[src/rtl/sort_job_controller_if.sv]
// Handshake, engine and memory-port signals of the sort job controller.
// The controller takes the master view; the host/engine/memory side takes the slave view.
interface sort_job_controller_if #(
  parameter int N     = 1024,
  parameter int LOG2N = 10,
  parameter int W     = 8
) ();

  logic             cmd_valid;
  logic [LOG2N:0]   cmd_len;
  logic             cmd_ready;

  logic             in_valid;
  logic [W-1:0]     in_data;
  logic             in_ready;

  logic             out_valid;
  logic [W-1:0]     out_data;
  logic             out_ready;

  logic             sort_start;
  logic             sort_done;
  logic             eng_own;

  logic             mem_we;
  logic [LOG2N-1:0] mem_addr;
  logic [W-1:0]     mem_wdata;
  logic [W-1:0]     mem_rdata;

  logic             job_done;
  logic             cmd_err;
  logic             busy;

  modport master (
    input  cmd_valid, cmd_len, in_valid, in_data, out_ready, sort_done, mem_rdata,
    output cmd_ready, in_ready, out_valid, out_data, sort_start, eng_own,
           mem_we, mem_addr, mem_wdata, job_done, cmd_err, busy
  );

  modport slave (
    output cmd_valid, cmd_len, in_valid, in_data, out_ready, sort_done, mem_rdata,
    input  cmd_ready, in_ready, out_valid, out_data, sort_start, eng_own,
           mem_we, mem_addr, mem_wdata, job_done, cmd_err, busy
  );

endinterface

[src/rtl/sort_job_controller.sv]
// Runs one sort job: load elements into the shared memory, hand it to the merge-sort
// engine, reclaim it on sort_done and stream the sorted elements back out.
module sort_job_controller #(
  parameter int N     = 1024,
  parameter int LOG2N = 10,
  parameter int W     = 8
) (
  input  logic                  clock,
  input  logic                  reset,
  sort_job_controller_if.master bus
);

  typedef enum logic [2:0] {IDLE, LOAD, KICK, SORT, RD, OUT} state_e;

  localparam logic [LOG2N:0] MAX_LEN = (LOG2N + 1)'(N);
  localparam logic [LOG2N:0] ONE     = (LOG2N + 1)'(1);

  state_e         state_q, state_d;
  logic [LOG2N:0] len_q, len_d;
  logic [LOG2N:0] ptr_q, ptr_d;
  logic [W-1:0]   out_data_q, out_data_d;
  logic           job_done_q, job_done_d;
  logic           cmd_err_q, cmd_err_d;
  logic           sort_start_q, eng_own_q, out_valid_q, busy_q;
  logic           last_elem;

  // ptr and len carry one extra bit so a full-depth job never wraps.
  assign last_elem = (ptr_q == len_q - ONE);

  // NOTE: every variable gets its default before the case so no path leaves one
  // unassigned; an incomplete assignment here would infer a latch.
  always_comb begin
    state_d    = state_q;
    len_d      = len_q;
    ptr_d      = ptr_q;
    out_data_d = out_data_q;
    job_done_d = 1'b0;
    cmd_err_d  = 1'b0;

    unique case (state_q)
      IDLE: begin
        if (bus.cmd_valid) begin
          if (bus.cmd_len > MAX_LEN) begin
            cmd_err_d = 1'b1;
          end else if (bus.cmd_len == '0) begin
            job_done_d = 1'b1;
          end else begin
            len_d   = bus.cmd_len;
            ptr_d   = '0;
            state_d = LOAD;
          end
        end
      end
      LOAD: begin
        if (bus.in_valid) begin
          ptr_d = ptr_q + ONE;
          if (last_elem) state_d = KICK;
        end
      end
      KICK: state_d = SORT;
      SORT: begin
        if (bus.sort_done) begin
          ptr_d   = '0;
          state_d = RD;
        end
      end
      RD: begin
        out_data_d = bus.mem_rdata;
        state_d    = OUT;
      end
      OUT: begin
        if (bus.out_ready) begin
          if (last_elem) begin
            job_done_d = 1'b1;
            state_d    = IDLE;
          end else begin
            ptr_d   = ptr_q + ONE;
            state_d = RD;
          end
        end
      end
      default: state_d = IDLE;
    endcase
  end

  // NOTE: state is updated with non-blocking assignments so every register samples
  // pre-edge values; registered outputs are decoded from state_d to line up with state_q.
  always_ff @(posedge clock) begin
    if (reset) begin
      state_q      <= IDLE;
      len_q        <= '0;
      ptr_q        <= '0;
      out_data_q   <= '0;
      job_done_q   <= 1'b0;
      cmd_err_q    <= 1'b0;
      sort_start_q <= 1'b0;
      eng_own_q    <= 1'b0;
      out_valid_q  <= 1'b0;
      busy_q       <= 1'b0;
    end else begin
      state_q      <= state_d;
      len_q        <= len_d;
      ptr_q        <= ptr_d;
      out_data_q   <= out_data_d;
      job_done_q   <= job_done_d;
      cmd_err_q    <= cmd_err_d;
      sort_start_q <= (state_d == KICK);
      eng_own_q    <= (state_d == KICK) || (state_d == SORT);
      out_valid_q  <= (state_d == OUT);
      busy_q       <= (state_d != IDLE);
    end
  end

  assign bus.cmd_ready  = (state_q == IDLE);
  assign bus.in_ready   = (state_q == LOAD);
  assign bus.mem_we     = bus.in_ready && bus.in_valid;
  assign bus.mem_wdata  = bus.mem_we ? bus.in_data : '0;
  assign bus.mem_addr   = ptr_q[LOG2N-1:0];
  assign bus.out_valid  = out_valid_q;
  assign bus.out_data   = out_data_q;
  assign bus.sort_start = sort_start_q;
  assign bus.eng_own    = eng_own_q;
  assign bus.job_done   = job_done_q;
  assign bus.cmd_err    = cmd_err_q;
  assign bus.busy       = busy_q;

endmodule

[src/flat_wrapper.sv]
// flat-port wrapper written by rule: the top's interface ports become plain ports
module sort_job_controller_flat 
#(
  parameter int N     = 1024,
  parameter int LOG2N = 10,
  parameter int W     = 8
)
  (clock, reset, bus_cmd_valid, bus_cmd_len, bus_in_valid, bus_in_data, bus_out_ready, bus_sort_done, bus_mem_rdata, bus_cmd_ready, bus_in_ready, bus_out_valid, bus_out_data, bus_sort_start, bus_eng_own, bus_mem_we, bus_mem_addr, bus_mem_wdata, bus_job_done, bus_cmd_err, bus_busy);
  sort_job_controller_if #(.N(N), .LOG2N(LOG2N), .W(W)) bus_i ();
  input  logic clock;
  input  logic reset;
  input wire logic [$bits(bus_i.cmd_valid)-1:0] bus_cmd_valid;
  input wire logic [$bits(bus_i.cmd_len)-1:0] bus_cmd_len;
  input wire logic [$bits(bus_i.in_valid)-1:0] bus_in_valid;
  input wire logic [$bits(bus_i.in_data)-1:0] bus_in_data;
  input wire logic [$bits(bus_i.out_ready)-1:0] bus_out_ready;
  input wire logic [$bits(bus_i.sort_done)-1:0] bus_sort_done;
  input wire logic [$bits(bus_i.mem_rdata)-1:0] bus_mem_rdata;
  output wire logic [$bits(bus_i.cmd_ready)-1:0] bus_cmd_ready;
  output wire logic [$bits(bus_i.in_ready)-1:0] bus_in_ready;
  output wire logic [$bits(bus_i.out_valid)-1:0] bus_out_valid;
  output wire logic [$bits(bus_i.out_data)-1:0] bus_out_data;
  output wire logic [$bits(bus_i.sort_start)-1:0] bus_sort_start;
  output wire logic [$bits(bus_i.eng_own)-1:0] bus_eng_own;
  output wire logic [$bits(bus_i.mem_we)-1:0] bus_mem_we;
  output wire logic [$bits(bus_i.mem_addr)-1:0] bus_mem_addr;
  output wire logic [$bits(bus_i.mem_wdata)-1:0] bus_mem_wdata;
  output wire logic [$bits(bus_i.job_done)-1:0] bus_job_done;
  output wire logic [$bits(bus_i.cmd_err)-1:0] bus_cmd_err;
  output wire logic [$bits(bus_i.busy)-1:0] bus_busy;
  assign bus_i.cmd_valid = bus_cmd_valid;
  assign bus_i.cmd_len = bus_cmd_len;
  assign bus_i.in_valid = bus_in_valid;
  assign bus_i.in_data = bus_in_data;
  assign bus_i.out_ready = bus_out_ready;
  assign bus_i.sort_done = bus_sort_done;
  assign bus_i.mem_rdata = bus_mem_rdata;
  assign bus_cmd_ready = bus_i.cmd_ready;
  assign bus_in_ready = bus_i.in_ready;
  assign bus_out_valid = bus_i.out_valid;
  assign bus_out_data = bus_i.out_data;
  assign bus_sort_start = bus_i.sort_start;
  assign bus_eng_own = bus_i.eng_own;
  assign bus_mem_we = bus_i.mem_we;
  assign bus_mem_addr = bus_i.mem_addr;
  assign bus_mem_wdata = bus_i.mem_wdata;
  assign bus_job_done = bus_i.job_done;
  assign bus_cmd_err = bus_i.cmd_err;
  assign bus_busy = bus_i.busy;
  sort_job_controller #(.N(N), .LOG2N(LOG2N), .W(W)) u_core (.clock(clock), .reset(reset), .bus(bus_i));
endmodule
[config.mk]
export PLATFORM = sky130hd
export DESIGN_NAME = sort_job_controller_flat
export DESIGN_NICKNAME = d
export VERILOG_FILES = /design/src/rtl/sort_job_controller_if.sv /design/src/rtl/sort_job_controller.sv /design/src/flat_wrapper.sv
export SDC_FILE = /design/constraint.sdc
export NUM_CORES = 1
export LEC_CHECK = 0
export CORE_AREA = 2 2 70 72
export CTS_CLUSTER_DIAMETER = 50
export DETAILED_ROUTE_END_ITERATION = 6
export DIE_AREA = 0 0 72 74
export GPL_ROUTABILITY_DRIVEN = 0
export HOLD_SLACK_MARGIN = 0.1
export PLACE_DENSITY = 0.9
export SYNTH_ARGS = -nofsm -noshare
export SYNTH_HDL_FRONTEND = slang
export SYNTH_SLANG_ARGS = --single-unit
[constraint.sdc]
create_clock -name clock -period 8.2 [get_ports clock]
set_input_delay 1.64 -clock clock [delete_from_list [all_inputs] [get_ports clock]]
set_output_delay 1.64 -clock clock [all_outputs]
set_load 0.01 [all_outputs]
==> results.md, run 1 <==
- Outcome: finished, final reports clean
- Share of cells above drive strength 1: 4.762%
- Cell Area, Synth: 2193 um2
- Critical path launch point: bus_in_valid
- Pwr dens: 156.6 nW/um2
- Critical Path Source Type: primary input
- First-pass DRT Iterations: 4
- Synth area leaders: dfxtp_1, mux2i_1, nor2_1
- CP required: 6560 ps
- Number of flops mapped to enable cells by yosys: 0
- Drt drc: 0
- Number of port buffers: 67
- Reg-to-Reg End: u_core.ptr_q[6]
- FF-to-FF path depth: 9
- HPWL after DPL: 3.870 mm
- CTS Sinks: 39
- # IOs: 68
- Synth Register Bits: 39
- Final setup viols: 0
- Fin crit share: 57.03%
- Post-CTS Resized: 0
- Clk slew on worst S/H paths: 70 ps
- Vias in the first global route: 1920
- Die area: 5328 um2
- Finished Core Util: 63.81%
- R2R setup slack: slightly above 5000 ps
- Final Max Slew Viols: 0
- Largest net degree at the start of global routing: 30
- Core region area: about 4600 um2
- Site Rows: 25
- Initial Util: 47.70%
- Slew headroom: 27.36%
- Dominant cell type by area after synthesis: dfxtp_1
- Syn-to-layout area delta: 33.77%
- Yosys top cell area share: between 30% and 40%
- Initial DRC count: 104
- Antenna-violating nets left: 0
- Clk buf depth: 2
- Fin cells: 369
- Unrepaired setup endpoints after global routing: no
- Dominant synthesized flop cell: dfxtp_1
- Final Hold Violating Endpoints: 0
- Total setup buffers inserted after CTS: 0
- Placed cell count: 361
- Fmax: 213.9 MHz
- Synth Instances: 262
- Global-route wire length before repair: roughly 8.4 mm
- CTS root buffer: clkbuf_8
- WS Path Type: in2out
- Worst Setup EP: bus_mem_we
- Final wirelength: 5.270 mm
- CTS tree: yes
- Tmin final: 4676 ps
- Worst min path class: reg2reg
- Die Wd: ~72 um
- Static Leakage: 1.137 nW
- GRT Resource Usage Total: around 20%
- Final Power: 0.4596 mW
- # diodes: 0
- WL/cell: about 14 um
- Total CTS buffers: 5
- Hold Buf Count CTS: 0
- Reg2reg start: u_core.len_q[0]
- Sequential share of the synthesized area: 35.60%
- Clk_skew: about 4.0 ps
- CTS H-Tree Depth: 2
- Critical-path maximum fanout: 11
- Setup TNS: 0 ps
- Max VDD drop: 0.00009678 V
- Yosys cell types: 45
- Insertion delay to the later sink of the worst-skew pair: 290 ps
- Routed vias: a little over 2000
- Synthesized area per cell: about 8.4 um2
- Ys async rst share: 0%
- DR vias/cell: 5.599
- Warnings, synthesis: 0
- Nets: 349
- Die Ht: 74 um
- Slew at the pin with the worst max-slew slack: 1087 ps
- Worst setup EP type: output port
- Max-cap viol count: 0
- Gr ovfl total: 0
- Worst path arrival time: 3040 ps
- Initial antenna violation count: 0
- Synthesized Nets: 297
cell type report:
cell class                      count  area [um2]
Multi-Input combinational cell    189        1245
Clock buffer                        6       82.58
Sequential cell                    39       780.7
Tap cell                           54       67.56
Timing Repair Buffer               69       685.7
Inverter                           10       37.54
Clock inverter                      2       35.03
Fill cell                         371        1664
worst min-delay path by stage:
stage,start,endpoint,cells after the start
after floorplan,u_core.ptr_q[6],u_core.ptr_q[6],2
after global placement,u_core.bus.out_data[6],u_core.bus.out_data[6],2
after detailed placement,u_core.bus.out_data[3],u_core.bus.out_data[3],2
after CTS,u_core.bus.out_data[3],u_core.bus.out_data[3],2
after global routing,u_core.bus.out_data[3],u_core.bus.out_data[3],2
final,u_core.bus.out_data[3],u_core.bus.out_data[3],2
routing by layer:
| layer | global-route usage [%] | vias to the layer above | wire length, um |
|---|---|---|---|
| met3 | 7.317 | 6 | 416 |
| met1 | 23.72 | 952 | 2200 |
| met2 | 34.26 | 69 | 2596 |
| met4 | 5.451 | 0 | 57 |
| li1 | - | 1039 | - |
| met5 | 0 | - | 0 |
state kept, by name, indices dropped and copies added (netlist names):
register	flops
u_core.bus.eng_own	1
u_core.bus.out_valid	1
u_core.state_q	3
u_core.bus.busy	1
u_core.bus.sort_start	1
u_core.bus.cmd_err	1
u_core.len_q	11
u_core.bus.out_data	8
u_core.ptr_q	11
u_core.bus.job_done	1
cells in the final DEF (no fill, tap or decap), drive strengths merged, types with 5 or more instances in the layout:
master	count
and3	15
clkdlybuf4s50	67
nand3	7
nor2	32
xnor2	5
nor3	7
or3	7
xor2	7
inv	10
clkbuf	6
a21oi	14
nor4	6
nand2	10
dfxtp	39
o21ai	10
mux2i	21
nand2b	5
power by group:
group          internal [mW]  switching (mW)
registers              0.195         0.00859
logic                 0.0469          0.0429
clock network         0.0984          0.0678
total                  0.340           0.119
stage by stage:
step | cell area (um2) | worst slack, ps | hold slack [ps]
2_1_floorplan | 2193 | 4268 | 478.4
3_3_place_gp | 2816 | 3574 | 472.5
3_5_place_dp | 2816 | 3521 | 481.6
4_1_cts | 2934 | 3512 | 500.2
5_1_grt | 2934 | 3443 | 542.4
6_report | 2934 | 3524 | 491.1
cell families (layout without fill, tap and decap cells):
group / count (synthesis) / after routing / share of synthesized area (%)
xor+xnor: 12 / 12 / 4.792
mux: 21 / 21 / 9.583
simple gates: 111 / 111 / 28.58
fa+ha+maj: 2 / 2 / 1.141
flops: 39 / 39 / 35.60
compound gates: 43 / 43 / 12.66
buf+inv: 34 / 87 / 7.644
cell usage after synthesis, types with 7 or more instances:
cell type / instances
nor2_1: 32
nor3_1: 7
dfxtp_1: 39
inv_1: 10
o21ai_0: 7
nand2_1: 10
or3_1: 7
buf_4: 10
clkbuf_1: 12
and3_1: 15
mux2i_1: 21
nand3_1: 7
a21oi_1: 14
xor2_1: 7
worst max-delay path: stages:
cell             delay, ps
clkdlybuf4s50_1        630
and2_1                 210
clkdlybuf4s50_1        550
Note: power is estimated with default switching activity, not from simulation.
==> run 2, diff against run 1 <==
--- a/config.mk
+++ b/config.mk
@@ -5,13 +5,13 @@
 export SDC_FILE = /design/constraint.sdc
 export NUM_CORES = 1
 export LEC_CHECK = 0
-export CORE_AREA = 2 2 70 72
+export CORE_AREA = 2 2 76 78
 export CTS_CLUSTER_DIAMETER = 50
 export DETAILED_ROUTE_END_ITERATION = 6
-export DIE_AREA = 0 0 72 74
+export DIE_AREA = 0 0 78 80
 export GPL_ROUTABILITY_DRIVEN = 0
 export HOLD_SLACK_MARGIN = 0.1
-export PLACE_DENSITY = 0.9
+export PLACE_DENSITY = 0.82
 export SYNTH_ARGS = -nofsm -noshare
 export SYNTH_HDL_FRONTEND = slang
 export SYNTH_SLANG_ARGS = --single-unit
==> constraint.sdc (replaced) <==
create_clock -name clock -period 4.1 [get_ports clock]
set_input_delay 0.82 -clock clock [delete_from_list [all_inputs] [get_ports clock]]
set_output_delay 0.82 -clock clock [all_outputs]
set_load 0.01 [all_outputs]
==> run 2 against run 1 <==
Net effect:
- first-iteration DRC count shrank 8.7%
- final area grew 1.3%
- register-to-register slack lost 4200 ps
- global-route usage shrank 2.3 points
- final cell count grew 5.4%
- setup slack lost 2800 ps
- critical path depth grew 6
- wire length shrank 0.40%
- sequential power grew 100%
- power grew 100%
- clock skew is essentially flat
- sequential share of layout area shrank 0.34 points
- largest cell class unchanged
==> results.md, run 2 (same netlist as run 1, synthesis figures left out) <==
- Outcome: finished, final reports clean
- WL/cell: 13.49 um (-5.5%)
- Slowest-stage cell, CP: or4_4
- Max VDD drop: 0.0001545 V (+60%)
- Gr ovfl total: 0 (unchanged)
- Vias in the first global route: 1976 (+2.9%)
- Critical Path Source Type: primary input
- Drt drc: 0 (unchanged)
- Clk slew on worst S/H paths: 80 ps (about the same)
- Final Power: 0.9232 mW (+100%)
- Fillcell total: 522 (+41%)
- Nets: 351 (+0.57%)
- Total setup buffers inserted after CTS: 0 (unchanged)
- Fin crit share: 82.48%
- Final setup viols: 0 (unchanged)
- Clk_skew: 4.285 ps (+0.3022 ps)
- # IOs: 68 (unchanged)
- Die Wd: 78 um (+8.3%)
- CTS tree: yes
- Final Max Slew Viols: 0 (unchanged)
- HPWL after DPL: 4.012 mm (+3.7%)
- CP required: 4280 ps (-2280 ps)
- Worst min path class: reg2reg
- Total CTS buffers: 5 (unchanged)
- Final wirelength: 5.249 mm (-0.40%)
- Final Hold Violating Endpoints: 0 (unchanged)
- Core region area: 5405 um2 (+18%)
- Antenna-violating nets left: 0 (unchanged)
- WHS Path Cells: 2 (unchanged)
- Max-cap viol count: 0 (unchanged)
- Post-CTS Resized: 0 (unchanged)
- Worst path arrival time: 3570 ps (+530 ps)
- FF-to-FF path depth: 9 (unchanged)
- Routed vias: 2078 (+0.58%)
- Initial DRC count: 95 (-8.7%)
- R2R setup slack: 920 ps (-4170 ps)
- Reg2reg start: u_core.len_q[0]
- Reg-to-Reg End: u_core.ptr_q[6]
- WS Path Type: in2reg
- Unrepaired setup endpoints after global routing: no
- Critical-path maximum fanout: 7 (-4)
- Slew headroom: 38.48% (+11 points)
- Fmax: 295.7 MHz
- CTS H-Tree Depth: 2 (unchanged)
- # diodes: 0 (unchanged)
- Global-route wire length before repair: 8.901 mm (+6.0%)
- Pwr dens: 310.7 nW/um2 (+98%)
- Die area: 6240 um2 (+17%)
- Share of cells above drive strength 1: 5.363% (+0.60 points)
- Insertion delay to the later sink of the worst-skew pair: 290 ps (about the same)
- WP buf/inv: 2 (unchanged)
- Slew at the pin with the worst max-slew slack: 919.5 ps (-167.7 ps)
- Hold Buf Count CTS: 0 (unchanged)
- Initial Util: 40.58% (-7.1 points)
- CTS Sinks: 39 (unchanged)
- Hold EP: u_core.bus.out_data[1]
- Hold path startpoint: u_core.bus.out_data[1]
- Most frequent cells in the layout: clkdlybuf4s50_1, dfxtp_1, nor2_1
- DR vias/cell: 5.342 (-4.6%)
- Die Ht: 80 um (+8.1%)
- Max incr delay on CP: 550 ps (-80 ps)
- Clk buf depth: 2 (unchanged)
- Site Rows: 27 (+8.0%)
- Static Leakage: 1.148 nW (+0.91%)
- CTS root buffer: clkbuf_8
- DP Area: 2854 um2 (+1.3%)
- Worst setup EP type: flop
- Most common cell after layout, fill and taps aside: clkdlybuf4s50_1
- Design Area, Final: 2972 um2 (+1.3%)
- Critical path cell sequence: clkdlybuf4s50_1 > or4_4 > nor4_4 > mux2i_1 > buf_4 > o21ai_0 > a41oi_1 > a21oi_1 > a31o_1
- Largest net degree at the start of global routing: 30 (unchanged)
- First-pass DRT Iterations: 4 (unchanged)
- GRT Resource Usage Total: 17.60% (-2.3 points)
- Tmin final: approximately 3400 ps
- Largest delay share family, worst path: compound AO/OA/AOI/OAI gates
- Syn-to-layout area delta: 35.48%
- Initial antenna violation count: 0 (unchanged)
- Setup TNS: 0 ps (unchanged)
- Number of port buffers: 67 (unchanged)
[run 2: final cells by class]
cell class | count | area [um2] | area share, %
clock buffers | 6 | 82.58 | 2.779
clock inverters | 2 | 35.03 | 1.179
inverters | 10 | 37.54 | 1.263
multi-input cells | 189 | 1245 | 41.89
flip-flops and latches | 39 | 780.7 | 26.27
well taps | 72 | 90.09 | 3.032
repair buffers | 71 | 700.7 | 23.58
[run 2: stage by stage]
| step | util, % | hold WS (ps) | cells | setup slack (ps) |
|---|---|---|---|---|
| 3_3_place_gp | 52.80 | 473.2 | 381 | 545.8 |
| 4_1_cts | 54.98 | 505.5 | 389 | 728.6 |
| 3_5_place_dp | 52.80 | 484.1 | 381 | 419.2 |
| 5_1_grt | 54.98 | 524.5 | 389 | 551.4 |
| 6_report | 54.98 | 499.4 | 389 | 718.3 |
| 2_1_floorplan | - | 478.4 | 262 | 987.5 |
[run 2: worst reg2reg max path, stage by stage, from the launching register on]
cell and delay [ps]:
dfxtp_1 370, inv_1 80, ha_1 230, nor3b_1 540, and3_1 300, a211oi_1 80
o31ai_1 620, a41oi_1 460, nand4_1 250, mux2i_1 180
[run 2: worst max-delay path by stage]
stage                        start         endpoint  slack, ps  cells after the start
floorplan           bus_cmd_len[4]  u_core.ptr_q[4]        990                      8
global placement    bus_cmd_len[4]  u_core.ptr_q[6]        550                      9
detailed placement  bus_cmd_len[4]  u_core.ptr_q[2]        420                      9
CTS                 bus_cmd_len[4]  u_core.ptr_q[2]        730                      9
global route        bus_cmd_len[4]  u_core.ptr_q[2]        550                      9
finish              bus_cmd_len[4]  u_core.ptr_q[2]        720                      9
[run 2: power by group]
part | switching [mW] | internal [mW] | leakage, nW | total (mW)
clock | 0.136 | 0.197 | 0.0612 | 0.333
sequential | 0.0175 | 0.390 | 0.316 | 0.407
combinational | 0.0862 | 0.0962 | 0.771 | 0.182
[run 2: metal layers]
layer	share of wire [%]	wire length [um]	vias to the layer above	track usage, %
met2	48	2509	67	30.69
li1	-	-	1035	-
met5	0	0	-	0
met1	43	2278	970	20.78
met4	0.91	48	0	4.737
met3	7.9	413	6	5.769
==> run 3, diff against run 2 <==
--- a/config.mk
+++ b/config.mk
@@ -5,13 +5,13 @@
 export SDC_FILE = /design/constraint.sdc
 export NUM_CORES = 1
 export LEC_CHECK = 0
-export CORE_AREA = 2 2 76 78
+export CORE_AREA = 2 2 72 74
 export CTS_CLUSTER_DIAMETER = 50
 export DETAILED_ROUTE_END_ITERATION = 6
-export DIE_AREA = 0 0 78 80
+export DIE_AREA = 0 0 74 76
 export GPL_ROUTABILITY_DRIVEN = 0
 export HOLD_SLACK_MARGIN = 0.1
-export PLACE_DENSITY = 0.82
+export PLACE_DENSITY = 0.86
 export SYNTH_ARGS = -nofsm -noshare
 export SYNTH_HDL_FRONTEND = slang
 export SYNTH_SLANG_ARGS = --single-unit
==> constraint.sdc (replaced) <==
create_clock -name clock -period 3.4 [get_ports clock]
set_input_delay 0.68 -clock clock [delete_from_list [all_inputs] [get_ports clock]]
set_output_delay 0.68 -clock clock [all_outputs]
set_load 0.01 [all_outputs]
==> run 3 against run 2 <==
Net effect:
- die area down 9.9%
- combinational power rose by 24%
- register-to-register slack worse by 540 ps
- clock power shrank 13%
- sequential power increased by 21%
- count of clock-buffer cells in the layout down 1
- sequential share of layout area increased by 0.12 points
- power up 9.2%
- flip-flop and latch count did not move
- global-route usage increased by 3.4 points
- clock skew rose by 1.9 ps
- first-iteration DRC count increased by 26%
- critical path type unchanged
==> results.md, run 3 (same netlist as run 1, synthesis figures left out) <==
- Largest net degree at the start of global routing: 29 (-3.3%)
- # diodes: 0 (unchanged)
- CTS Sinks: 39 (unchanged)
- Worst min path class: reg2reg
- Die area: 5624 um2 (-9.9%)
- Finished Core Util: 60.21% (+5.2 points)
- Die Wd: 74 um (-5.1%)
- Drt drc: 0 (unchanged)
- WS Path Type: in2reg
- Fmax: 327.1 MHz
- Gr ovfl total: 0 (unchanged)
- Die Ht: 76 um (-5.0%)
- Unrepaired setup endpoints after global routing: no
- Syn-to-layout area delta: 34.85%
- Initial Util: 44.65% (+4.1 points)
- DP Area: 2882 um2 (+0.96%)
- Global-route wire length before repair: 9.453 mm (+6.2%)
- Total setup buffers inserted after CTS: 0 (unchanged)
- Final Hold Violating Endpoints: 0 (unchanged)
- Nets: 355 (+1.1%)
- First-pass DRT Iterations: 4 (unchanged)
- CP required: 3620 ps (-660 ps)
- Routed vias: 2098 (+0.96%)
- Tmin final: 3057 ps
- Final setup viols: 0 (unchanged)
- Hold Buf Count CTS: 0 (unchanged)
- Share of cells above drive strength 1: 5.956% (+0.59 points)
- Outcome: finished, final reports clean
- Core region area: 4912 um2 (-9.1%)
- Max VDD drop: 0.0002739 V (+77%)
- Fillcell total: 437 (-16%)
- Most frequent cells in the layout: clkdlybuf4s50_1, dfxtp_1, nor2_1
- Site Rows: 26 (-3.7%)
- Final wirelength: 5.426 mm (+3.4%)
- # IOs: 68 (unchanged)
- Pwr dens: 340.9 nW/um2 (+9.7%)
- Fin cells: 389 (unchanged)
- Max incr delay on CP: 550 ps (about the same)
- CTS root buffer: clkbuf_8
- Final Max Slew Viols: 0 (unchanged)
- CTS H-Tree Depth: 2 (unchanged)
- Fin crit share: 89.91%
- Antenna-violating nets left: 0 (unchanged)
- Initial DRC count: 120 (+26%)
- WL/cell: 13.95 um (+3.4%)
- Number of port buffers: 67 (unchanged)
- Clk buf depth: 2 (unchanged)
- Max-cap viol count: 0 (unchanged)
- Slew at the pin with the worst max-slew slack: 893.9 ps (-25.56 ps)
- DR vias/cell: 5.393 (+0.96%)
- Critical path cell sequence: clkdlybuf4s50_1 > or4_4 > nor4_4 > mux2i_1 > o21ai_0 > a41o_1 > or3_1 > a21oi_1
- Initial antenna violation count: 0 (unchanged)
- Clk_skew: 6.197 ps (+1.912 ps)
- Worst path arrival time: 3270 ps (-300 ps)
- Placed cell count: 383 (+0.52%)
- CTS tree: yes
- Critical-path maximum fanout: 13 (+6)
- Vias in the first global route: 2065 (+4.5%)
- Setup TNS: 0 ps (unchanged)
- Slew headroom: 40.19% (+1.7 points)
- Worst setup EP type: flop
- Total CTS buffers: 5 (unchanged)
- Clk slew on worst S/H paths: 70 ps (about the same)
- GRT Resource Usage Total: 21.00% (+3.4 points)
- Slowest-stage cell, CP: or4_4
- Critical Path Source Type: primary input
- Static Leakage: 1.143 nW (-0.43%)
- Most common cell after layout, fill and taps aside: clkdlybuf4s50_1
- Insertion delay to the later sink of the worst-skew pair: 290 ps (about the same)
- Design Area, Final: 2958 um2 (-0.46%)
- HPWL after DPL: 4.146 mm (+3.3%)
- Post-CTS Resized: 0 (unchanged)
- R2R setup slack: 380 ps (-540 ps)
[run 3: changes by cell type in the layout (fill, tap and decap cells not counted)]
cell        change
buf_4           +4
bufinv_16       -1
clkbuf_8        -1
clkinv_2        -1
clkinvlp_4      +1
[run 3: power breakdown]
| part | leakage (nW) | internal, mW | switching [mW] | total (mW) |
|---|---|---|---|---|
| combinational | 0.791 | 0.121 | 0.105 | 0.226 |
| clock | 0.0361 | 0.136 | 0.155 | 0.291 |
| sequential | 0.316 | 0.470 | 0.0210 | 0.491 |
| total | 1.14 | 0.727 | 0.281 | 1.01 |
[run 3: area by class of cell]
cell class                 count  area [um2]  area share [%]
clock inverter                 1       7.507          0.2538
tap                           70       87.58           2.961
sequential                    39       780.7           26.40
clock buffer                   5       68.82           2.327
timing repair buffer          75       730.7           24.70
inverter                      10       37.54           1.269
multi-input combinational    189        1245           42.09
[run 3: per-stage QoR]
| stage | worst slack, ps | hold WS [ps] | power, mW |
|---|---|---|---|
| 2_1_floorplan | 427.5 | 478.4 | 0.6282 |
| 3_3_place_gp | 95.76 | 471.9 | 0.7187 |
| 3_5_place_dp | 5.804 | 484.9 | 0.7270 |
| 4_1_cts | 300.0 | 502.7 | 1.014 |
| 5_1_grt | 67.91 | 531.5 | 1.065 |
| 6_report | 342.9 | 495.1 | 1.008 |
[run 3: critical path, delay by kind of cell]
| family | cells | cell delay (ps) |
|---|---|---|
| simple gates | 3 | 1200 |
| compound gates | 3 | 650 |
| mux | 1 | 320 |
| buf+inv | 1 | 420 |
[run 3: final timing paths]
check                                       startpoint  depth (start not counted)                endpoint
worst max register to register         u_core.len_q[0]                          9         u_core.bus.busy
worst max-delay path                    bus_cmd_len[4]                          8         u_core.ptr_q[8]
worst min-delay path            u_core.bus.out_data[0]                          2  u_core.bus.out_data[0]
worst min register to register  u_core.bus.out_data[0]                          2  u_core.bus.out_data[0]
[run 3: routing by layer]
layer	vias to the layer above	GRT usage, %	routed length, um	share of wire [%]
li1	1040	-	-	-
met1	980	25.08	2283	42
met2	72	35.63	2646	49
met3	6	7.011	433	8.0
met4	0	5.273	62	1.1
met5	-	0	0	0
